===== src/rtl/id_pipe_stage.sv =====
// Instruction-decode stage: register file, immediate generation and control decode
// behind a registered ID/EX boundary, with WB write-through, load-use stall and EX flush.
module id_pipe_stage #(
    parameter int XLEN     = 32,
    parameter int NUM_REGS = 32,
    parameter int BYPASS   = 1
) (
    input  logic            clk,
    input  logic            rst_n,
    input  logic            if_valid,
    input  logic [31:0]     if_instr,
    input  logic [XLEN-1:0] if_pc,
    output logic            id_stall,
    input  logic            ex_flush,
    input  logic            wb_we,
    input  logic [4:0]      wb_rd,
    input  logic [XLEN-1:0] wb_data,
    output logic            ex_valid,
    output logic [XLEN-1:0] ex_pc,
    output logic [XLEN-1:0] ex_rs1_val,
    output logic [XLEN-1:0] ex_rs2_val,
    output logic [XLEN-1:0] ex_imm,
    output logic [4:0]      ex_rs1,
    output logic [4:0]      ex_rs2,
    output logic [4:0]      ex_rd,
    output logic [2:0]      ex_funct3,
    output logic            ex_funct7b5,
    output logic [1:0]      ex_alu_op,
    output logic            ex_alu_src,
    output logic            ex_reg_write,
    output logic            ex_mem_read,
    output logic            ex_mem_write,
    output logic            ex_branch,
    output logic            ex_jump,
    output logic [1:0]      ex_mtr,
    output logic            ex_illegal
);

    localparam logic [6:0] OP_R      = 7'b0110011;
    localparam logic [6:0] OP_IALU   = 7'b0010011;
    localparam logic [6:0] OP_LOAD   = 7'b0000011;
    localparam logic [6:0] OP_STORE  = 7'b0100011;
    localparam logic [6:0] OP_BRANCH = 7'b1100011;
    localparam logic [6:0] OP_JAL    = 7'b1101111;
    localparam logic [6:0] OP_JALR   = 7'b1100111;
    localparam logic [6:0] OP_LUI    = 7'b0110111;
    localparam logic [6:0] OP_AUIPC  = 7'b0010111;

    localparam logic [5:0] REG_LIMIT = 6'(NUM_REGS);
    localparam logic       BYP_EN    = (BYPASS != 0);

    function automatic logic idx_in_range(input logic [4:0] idx);
        return ({1'b0, idx} < REG_LIMIT);
    endfunction

    function automatic logic [XLEN-1:0] imm_i(input logic [31:0] ins);
        return XLEN'($signed(ins[31:20]));
    endfunction

    function automatic logic [XLEN-1:0] imm_s(input logic [31:0] ins);
        return XLEN'($signed({ins[31:25], ins[11:7]}));
    endfunction

    function automatic logic [XLEN-1:0] imm_b(input logic [31:0] ins);
        return XLEN'($signed({ins[31], ins[7], ins[30:25], ins[11:8], 1'b0}));
    endfunction

    function automatic logic [XLEN-1:0] imm_u(input logic [31:0] ins);
        return XLEN'($signed({ins[31:12], 12'h000}));
    endfunction

    function automatic logic [XLEN-1:0] imm_j(input logic [31:0] ins);
        return XLEN'($signed({ins[31], ins[19:12], ins[20], ins[30:21], 1'b0}));
    endfunction

    // Full 32-entry array; entries at or above NUM_REGS are never written and stay zero.
    logic [XLEN-1:0] rf_r [32];

    logic [6:0]      op_s;
    logic [4:0]      rs1_idx_s;
    logic [4:0]      rs2_idx_s;
    logic [4:0]      rd_idx_s;
    logic [XLEN-1:0] rs1_val_s;
    logic [XLEN-1:0] rs2_val_s;
    logic [XLEN-1:0] dec_imm_s;
    logic [1:0]      dec_alu_op_s;
    logic            dec_alu_src_s;
    logic            dec_rw_s;
    logic            dec_mr_s;
    logic            dec_mw_s;
    logic            dec_br_s;
    logic            dec_jp_s;
    logic [1:0]      dec_mtr_s;
    logic            op_bad_s;
    logic            rs1_used_s;
    logic            rs2_used_s;
    logic            reg_bad_s;
    logic            illegal_s;
    logic            load_ctl_s;
    logic            hazard_s;

    assign op_s      = if_instr[6:0];
    assign rs1_idx_s = if_instr[19:15];
    assign rs2_idx_s = if_instr[24:20];
    assign rd_idx_s  = if_instr[11:7];

    // Main control decode and immediate selection by opcode.
    always_comb begin
        dec_imm_s     = {XLEN{1'b0}};
        dec_alu_op_s  = 2'b00;
        dec_alu_src_s = 1'b0;
        dec_rw_s      = 1'b0;
        dec_mr_s      = 1'b0;
        dec_mw_s      = 1'b0;
        dec_br_s      = 1'b0;
        dec_jp_s      = 1'b0;
        dec_mtr_s     = 2'b00;
        op_bad_s      = 1'b0;
        rs1_used_s    = 1'b0;
        rs2_used_s    = 1'b0;
        case (op_s)
            OP_R: begin
                dec_rw_s     = 1'b1;
                dec_alu_op_s = 2'b10;
                rs1_used_s   = 1'b1;
                rs2_used_s   = 1'b1;
            end
            OP_IALU: begin
                dec_rw_s      = 1'b1;
                dec_alu_op_s  = 2'b10;
                dec_alu_src_s = 1'b1;
                rs1_used_s    = 1'b1;
                dec_imm_s     = imm_i(if_instr);
            end
            OP_LOAD: begin
                dec_rw_s      = 1'b1;
                dec_mr_s      = 1'b1;
                dec_alu_src_s = 1'b1;
                dec_mtr_s     = 2'b01;
                rs1_used_s    = 1'b1;
                dec_imm_s     = imm_i(if_instr);
            end
            OP_STORE: begin
                dec_mw_s      = 1'b1;
                dec_alu_src_s = 1'b1;
                rs1_used_s    = 1'b1;
                rs2_used_s    = 1'b1;
                dec_imm_s     = imm_s(if_instr);
            end
            OP_BRANCH: begin
                dec_br_s     = 1'b1;
                dec_alu_op_s = 2'b01;
                rs1_used_s   = 1'b1;
                rs2_used_s   = 1'b1;
                dec_imm_s    = imm_b(if_instr);
            end
            OP_JAL: begin
                dec_jp_s  = 1'b1;
                dec_rw_s  = 1'b1;
                dec_mtr_s = 2'b10;
                dec_imm_s = imm_j(if_instr);
            end
            OP_JALR: begin
                dec_jp_s      = 1'b1;
                dec_rw_s      = 1'b1;
                dec_mtr_s     = 2'b10;
                dec_alu_src_s = 1'b1;
                rs1_used_s    = 1'b1;
                dec_imm_s     = imm_i(if_instr);
            end
            OP_LUI: begin
                dec_rw_s      = 1'b1;
                dec_alu_op_s  = 2'b11;
                dec_alu_src_s = 1'b1;
                dec_imm_s     = imm_u(if_instr);
            end
            OP_AUIPC: begin
                dec_rw_s      = 1'b1;
                dec_alu_src_s = 1'b1;
                dec_imm_s     = imm_u(if_instr);
            end
            default: begin
                op_bad_s = 1'b1;
            end
        endcase
    end

    // A used register index beyond the implemented file is illegal and suppresses all side effects.
    always_comb begin
        reg_bad_s = (rs1_used_s && !idx_in_range(rs1_idx_s)) ||
                    (rs2_used_s && !idx_in_range(rs2_idx_s)) ||
                    (dec_rw_s   && !idx_in_range(rd_idx_s));
        illegal_s = op_bad_s || reg_bad_s;
        if (if_valid && !reg_bad_s) begin
            load_ctl_s = 1'b1;
        end else begin
            load_ctl_s = 1'b0;
        end
    end

    // Source operand 1 read with optional WB write-through.
    always_comb begin
        rs1_val_s = {XLEN{1'b0}};
        if ((rs1_idx_s == 5'd0) || !idx_in_range(rs1_idx_s)) begin
            rs1_val_s = {XLEN{1'b0}};
        end else if (BYP_EN && wb_we && (wb_rd == rs1_idx_s)) begin
            rs1_val_s = wb_data;
        end else begin
            rs1_val_s = rf_r[rs1_idx_s];
        end
    end

    // Source operand 2 read with optional WB write-through.
    always_comb begin
        rs2_val_s = {XLEN{1'b0}};
        if ((rs2_idx_s == 5'd0) || !idx_in_range(rs2_idx_s)) begin
            rs2_val_s = {XLEN{1'b0}};
        end else if (BYP_EN && wb_we && (wb_rd == rs2_idx_s)) begin
            rs2_val_s = wb_data;
        end else begin
            rs2_val_s = rf_r[rs2_idx_s];
        end
    end

    // Load-use detection against the load currently held in ID/EX; a flush overrides the stall.
    always_comb begin
        hazard_s = if_valid && ex_valid && ex_mem_read && (ex_rd != 5'd0) &&
                   ((rs1_used_s && (ex_rd == rs1_idx_s)) ||
                    (rs2_used_s && (ex_rd == rs2_idx_s)));
        if (ex_flush) begin
            id_stall = 1'b0;
        end else begin
            id_stall = hazard_s;
        end
    end

    // Register file write port; independent of stall and flush.
    always_ff @(posedge clk) begin
        if (!rst_n) begin
            for (int i = 0; i < 32; i++) begin
                rf_r[i] <= {XLEN{1'b0}};
            end
        end else if (wb_we && (wb_rd != 5'd0) && idx_in_range(wb_rd)) begin
            rf_r[wb_rd] <= wb_data;
        end
    end

    // ID/EX boundary: reset, then flush or stall bubble, then normal load.
    always_ff @(posedge clk) begin
        if (!rst_n) begin
            ex_valid     <= 1'b0;
            ex_pc        <= {XLEN{1'b0}};
            ex_rs1_val   <= {XLEN{1'b0}};
            ex_rs2_val   <= {XLEN{1'b0}};
            ex_imm       <= {XLEN{1'b0}};
            ex_rs1       <= 5'd0;
            ex_rs2       <= 5'd0;
            ex_rd        <= 5'd0;
            ex_funct3    <= 3'd0;
            ex_funct7b5  <= 1'b0;
            ex_alu_op    <= 2'b00;
            ex_alu_src   <= 1'b0;
            ex_reg_write <= 1'b0;
            ex_mem_read  <= 1'b0;
            ex_mem_write <= 1'b0;
            ex_branch    <= 1'b0;
            ex_jump      <= 1'b0;
            ex_mtr       <= 2'b00;
            ex_illegal   <= 1'b0;
        end else if (ex_flush || id_stall) begin
            // Bubble: data fields keep their previous contents.
            ex_valid     <= 1'b0;
            ex_alu_op    <= 2'b00;
            ex_alu_src   <= 1'b0;
            ex_reg_write <= 1'b0;
            ex_mem_read  <= 1'b0;
            ex_mem_write <= 1'b0;
            ex_branch    <= 1'b0;
            ex_jump      <= 1'b0;
            ex_mtr       <= 2'b00;
            ex_illegal   <= 1'b0;
        end else begin
            ex_valid     <= if_valid;
            ex_pc        <= if_pc;
            ex_rs1_val   <= rs1_val_s;
            ex_rs2_val   <= rs2_val_s;
            ex_imm       <= dec_imm_s;
            ex_rs1       <= rs1_idx_s;
            ex_rs2       <= rs2_idx_s;
            ex_rd        <= rd_idx_s;
            ex_funct3    <= if_instr[14:12];
            ex_funct7b5  <= if_instr[30];
            ex_alu_op    <= load_ctl_s ? dec_alu_op_s : 2'b00;
            ex_alu_src   <= load_ctl_s & dec_alu_src_s;
            ex_reg_write <= load_ctl_s & dec_rw_s;
            ex_mem_read  <= load_ctl_s & dec_mr_s;
            ex_mem_write <= load_ctl_s & dec_mw_s;
            ex_branch    <= load_ctl_s & dec_br_s;
            ex_jump      <= load_ctl_s & dec_jp_s;
            ex_mtr       <= load_ctl_s ? dec_mtr_s : 2'b00;
            ex_illegal   <= if_valid & illegal_s;
        end
    end

endmodule


===== config.mk =====
export PLATFORM = sky130hd
export DESIGN_NAME = id_pipe_stage
export DESIGN_NICKNAME = d
export VERILOG_FILES = /design/src/rtl/id_pipe_stage.sv
export SDC_FILE = /design/constraint.sdc
export NUM_CORES = 2
export LEC_CHECK = 0
export ABC_CLOCK_PERIOD_IN_PS = 7650
export CAP_MARGIN = 0
export CORE_MARGIN = 2
export CORE_UTILIZATION = 55
export CTS_CLUSTER_DIAMETER = 40
export DETAILED_ROUTE_END_ITERATION = 16
export PLACE_DENSITY = 0.73
export REMOVE_ABC_BUFFERS = 1
export SLEW_MARGIN = 20
export SYNTH_ARGS = -nofsm -noshare
export SYNTH_HDL_FRONTEND = slang
export SYNTH_SLANG_ARGS = --single-unit

===== constraint.sdc =====
create_clock -name clk -period 7.65 [get_ports clk]
set_input_delay 1.53 -clock clk [delete_from_list [all_inputs] [get_ports clk]]
set_output_delay 1.53 -clock clk [all_outputs]
set_load 0.005 [all_outputs]

## Word level (Yosys, flattened, before mapping)

Memory sizes are Yosys's and may differ from the RTL's.
Index checks and enable logic that the tools add are counted.

| cells by class | value |
|---|---|
| add/subtract/negate cells | 0 |
| $mul | 0 |
| divide/modulo/power cells | 0 |
| $lt $le $gt $ge | 0 |
| eq/ne operators | 13 |
| shifts and indexed selects | 0 |
| muxes and demuxes | 25 |
| bitwise operators | 9 |
| reduce and logical (&&, ||, !) cells | 27 |

Operator list:

| kind | count |
|---|---|
| 2-to-1 mux 32 bit | 5 |
| one-hot mux 32 bit (5 select lines) | 1 |
| OR reduction 32 bit | 1 |
| == test 7 x 6 -> 1 bit (second input constant) | 3 |
| == test 7 bit (second input constant) | 3 |
| == test 5 bit | 4 |
| 2-to-1 mux 1 bit | 16 |
| == test 7 x 5 -> 1 bit (second input constant) | 2 |
| OR reduction 6 bit | 2 |
| logical NOT 5 bit | 2 |
| nonzero test 5 bit | 2 |
| logical AND 1 bit | 9 |
| OR reduction 3 bit | 3 |
| OR reduction 9 bit | 1 |
| OR reduction 2 bit | 4 |
| bitwise AND 1 bit | 7 |
| == test 7 x 2 -> 1 bit (second input constant) | 1 |
| OR reduction 7 bit | 1 |
| one-hot mux 2 bit (3 select lines) | 1 |
| 2-to-1 mux 5 bit | 1 |
| one-hot mux 2 bit (2 select lines) | 1 |
| logical OR 1 bit | 2 |
| inverter 1 bit | 2 |

| storage, ports and cells | value |
|---|---|
| register bits | 159 |
| latch bits | 0 |
| bits in writable memories | 1,024 |
| bits in read-only memories | 0 |
| input port bits | 106 |
| logic and storage cells | 94 |
| memories | 1 |

Memory list:

| name | words | width | rd ports | clocked after Yosys merged registers in | wr ports | line | RTL |
|---|---|---|---|---|---|---|---|
| rf_r | 32 | 32 | 2 | 0 | 32 | 77 | `logic [XLEN-1:0] rf_r [32];` |

## Longest topological paths before layout

| logic depth | value |
|---|---|
| depth after elaboration | 9 |
| mapped depth | 11 |

## Worst setup path after synthesis

OpenSTA, ideal clock, no wires.

| timing path | value |
|---|---|
| path kind | in2reg |
| start | in wb_rd[2] |
| end | mem rf_r[28][0] (enable) |
| setup time | 0.466 ns |
| arrival | 4.806 ns |
| required time | 7.184 ns |
| slack | 2.378 ns |
| stages on the path | 6 |
| path buffers | 3 |
| cells stage by stage | clkbuf_1 > or3_1 > clkbuf_1 > nand3b_1 > clkbuf_1 > o21ai_0 |

RTL lines:

| item | line | RTL |
|---|---|---|
| start: declaration | 16 | `input logic [4:0] wb_rd,` |
| end: declaration | 77 |  |

## Worst setup path after layout

| timing path | value |
|---|---|
| start | in if_instr[6] |
| end | out id_stall |

| on the way | value |
|---|---|
| word-level cells in the longest chain between the ends | 7 |
| elaborated cells between the ends (all ways) | 15 |

RTL lines:

| item | line | RTL |
|---|---|---|
| start: declaration | 11 | `input logic [31:0] if_instr,` |
| == test 7 bit, or another cell as far along | 121 | `case (op_s)` |
| OR reduction 6 bit (no source line) / OR reduction 3 bit (equally long branches) | n/a |  |
| 2-to-1 mux 1 bit | 121 |  |
| logical AND 1 bit (on tied branches) | 228, 229 |  |
| logical OR 1 bit * | 228 | `((rs1_used_s && (ex_rd == rs1_idx_s)) \|\|` |
| logical AND 1 bit * | 227 | `hazard_s = if_valid && ex_valid && ex_mem_read && (ex_rd != 5'd0) &&` |
| 2-to-1 mux 1 bit * | 230 | `if (ex_flush) begin` |
| end: declaration | 13 | `output logic id_stall,` |

Mark *: on every way between the ends. The rest lies on a longest branch, timed or not.

==> reports/results.txt <==
Worst R2R Start: ex_rd[0]$_SDFFE_PN0N_
Number of antenna violations at the first check in global routing: 22
Power per cell area: 239 nW/um^2
Drt initial violations: 8203
Tot Pwr: 17.1 mW
Worst path slowest cell: clkdlybuf4s50_1
Hold path depth: 2
Hold Vio Cnt, Final: 0
Syn Inst Count: 4812
Reg2reg setup slack: 3.53 ns
Average size of a mapped cell: 12.9 sq um
Die ar.: 115000 sq um
Register bit count reported by yosys: 1183
Nature of the critical path endpoint: output port
P&R area growth vs syn: 15.5%
Die Ht: 340 um
Final setup fails: 0
Total track usage: 0.388
Number of synthesized flops with an enable pin: 1024
Via density per instance: 7.04
Largest net degree at the start of global routing: 90
Wire per inst: 34.5 um
Reg2Reg Depth: 10
Clk_lat worst skew: 0.78 ns
Clock slew at reported path FFs: 0.05 ns
Global-route wire length before repair: 318000 um
GRT overflow: 0
Initial Utilization: 0.553
Final GP Congestion: 0.931
Core Util, Final: 0.638
Worst Path Required: 6.12 ns
Drt drc: 0
CORE AREA: 112000 sq um
Dominant synthesized flop cell: edfxtp_1
Yosys top cell area share: 0.497
Dpl ws: 1.94 ns
Hold-fix buffer count after cts: 0
Most frequent cell after synthesis: edfxtp_1
RSZ-0062 raised after global routing: false
Row Count: 123
Final Worst Setup Slack: 1.85 ns
Setup TNS: 0 ns
Slew @ Worst Pin: 1.26 ns
Netlist cell types: 73
Die W: 340 um
Maximum vdd drop: 243 uV
Rel. slew slack: 0.156
Worst r2r dst: ex_alu_src$_SDFF_PP0_
Synth cell count leaders: edfxtp_1, and2_1, mux2i_1
Hold crit path type: flip-flop to flip-flop
Total wire length: 227000 um
Vias in the first global route: 45000
Hold EP: ex_rs2[0]$_SDFFE_PN0N_
CTS Root Cell: clkbuf_16
Share of post-route cells with drive strength above 1: 0.178
H-tree levels: 4
Max_cap viols: 0
Cells along the critical path: clkdlybuf4s50_1, nor2_1, a21oi_1, or4b_1, a21oi_4, nor2b_1, clkdlybuf4s50_1
Crit path top cell by count: clkdlybuf4s50_1
Postcts setup bufs: 0
Status: finished clean
Crit Path Max Fanout: 17
Area after DPL: 66200 sq um
DP HPWL: 133000 um
Final-report max-slew violation count: 0
Register area share after synthesis: 0.548
Pleak: 25.3 nW
Final worst path period need: 5.80 ns
Clock sinks: 1183
Final #Nets: 5026
Critical path class: input port to output port
Number of I/O port buffers: 265
Fin crit share: 0.758
Hold Crit Start: ex_rs2[0]$_SDFFE_PN0N_
CP bufs+invs: 2
Largest cells by area after synthesis: edfxtp_1, mux4_2, and2_1
Finished Cell Area: 71500 sq um
Data arrival, critical path: 4.27 ns
Synth warn: 0
CP startpoint kind: input port
Final Skew: 0.0285 ns
Ys async rst share: 0
Crit-path leading delay family: buffers and inverters
DR vias: 46200
Fmax: 173 MHz
CTS tree: yes
Synth area leader: edfxtp_1
Clock Tree Buf Depth: 3
First-pass iteration count of the detailed router: 9
Detail Route Antenna Nets: 0
Num ports: 266
Total CTS buffers: 157
Netlist Area Pre-Place: 61900 sq um
CP peak stage delay: 0.68 ns
Cts repair resizes: 0
-- layout make-up --
| type | count | area (sq um) |
|---|---|---|
| fill | 8323 | 40500 |
| multi-input combinational | 3132 | 26400 |
| tap | 1500 | 1880 |
| clock buffer | 191 | 4230 |
| inverter | 22 | 87.6 |
| antenna | 14 | 35.0 |
| clock inverter | 97 | 1090 |
| timing repair buffer | 424 | 3890 |
| sequential | 1183 | 33900 |
-- kinds of logic (layout without fill, tap and decap cells) --
| logic type | after synthesis | after routing | synth area share |
|---|---|---|---|
| xor+xnor | 20 | 20 | 0.00283 |
| other cells | 1 | 46 | 0.0000606 |
| compound gates | 834 | 834 | 0.0915 |
| buf+inv | 528 | 734 | 0.0368 |
| simple gates | 1525 | 1525 | 0.140 |
| mux | 721 | 721 | 0.181 |
| flops | 1183 | 1183 | 0.548 |
-- placed cells by master (no fill, tap or decap), types with 19 or more instances in the layout --
cell type / n
edfxtp_1: 1024
and2_1: 997
mux2i_1: 384
mux4_2: 317
clkdlybuf4s50_1: 241
nand2_1: 213
a21oi_1: 165
clkbuf_16: 165
dfxtp_1: 159
buf_4: 154
o21ai_0: 118
a221oi_1: 97
a22oi_1: 87
nor2_1: 83
nand3_1: 58
a22o_1: 49
nor3_1: 44
o21ai_1: 42
o22ai_1: 40
a211oi_1: 36
nor2_2: 34
conb_1: 32
o21ai_4: 31
clkbuf_1: 26
clkinv_2: 21
mux2_2: 20
nand2_2: 20
a21oi_2: 20
inv_1: 19
-- how the worst max path moves through the flow --
stage | start | to | slack (ns) | cells after the start
global route | if_instr[6] | id_stall | 1.72 | 7
global placement | if_instr[6] | id_stall | 1.98 | 7
finish | if_instr[6] | id_stall | 1.85 | 7
CTS | if_instr[6] | id_stall | 1.92 | 7
floorplan | if_instr[4] | ex_rs2_val[28]$_SDFFE_PN0N_ | 2.48 | 7
detailed placement | if_instr[6] | id_stall | 1.94 | 7
-- sequential cells by signal, indices dropped and copies added (netlist names), 2 cells and up --
signal / cells
ex_imm: 32
ex_pc: 32
ex_rs2: 5
ex_rs2_val: 32
ex_alu_op: 2
rf_r: 1024
ex_mtr: 2
ex_rs1_val: 32
ex_rd: 5
ex_funct3: 3
ex_rs1: 5
-- report_power, final --
| part | switching, mW | leakage (nW) | internal, mW |
|---|---|---|---|
| sequential | 0.217 | 11.1 | 7.37 |
| combinational | 1.23 | 11.7 | 0.762 |
| clock | 2.92 | 2.56 | 4.57 |
-- stage by stage --
stage                     hold slack (ns)  std cells
after floorplan                     0.448       4337
after global placement              0.443       6260
after detailed placement            0.447       6260
after CTS                           0.454       6548
after global routing                0.468       6550
final                               0.454       6563
-- per-layer routing --
metal | track usage | part of all wire | routed length (um)
met1 | 0.502 | 0.34 | 76400
met2 | 0.562 | 0.43 | 96600
met4 | 0.246 | 0.077 | 17500
met5 | 0 | 0.00042 | 95
met3 | 0.131 | 0.16 | 36000
-- worst min-delay path: cells and delay by family, from the launching register on --
family,cells,cell delay (ns)
flip-flops,1,0.30
AND/OR/NAND/NOR,1,0.05
AO/OA/AOI/OAI,1,0.05
Power figures use the tool's default switching activity.
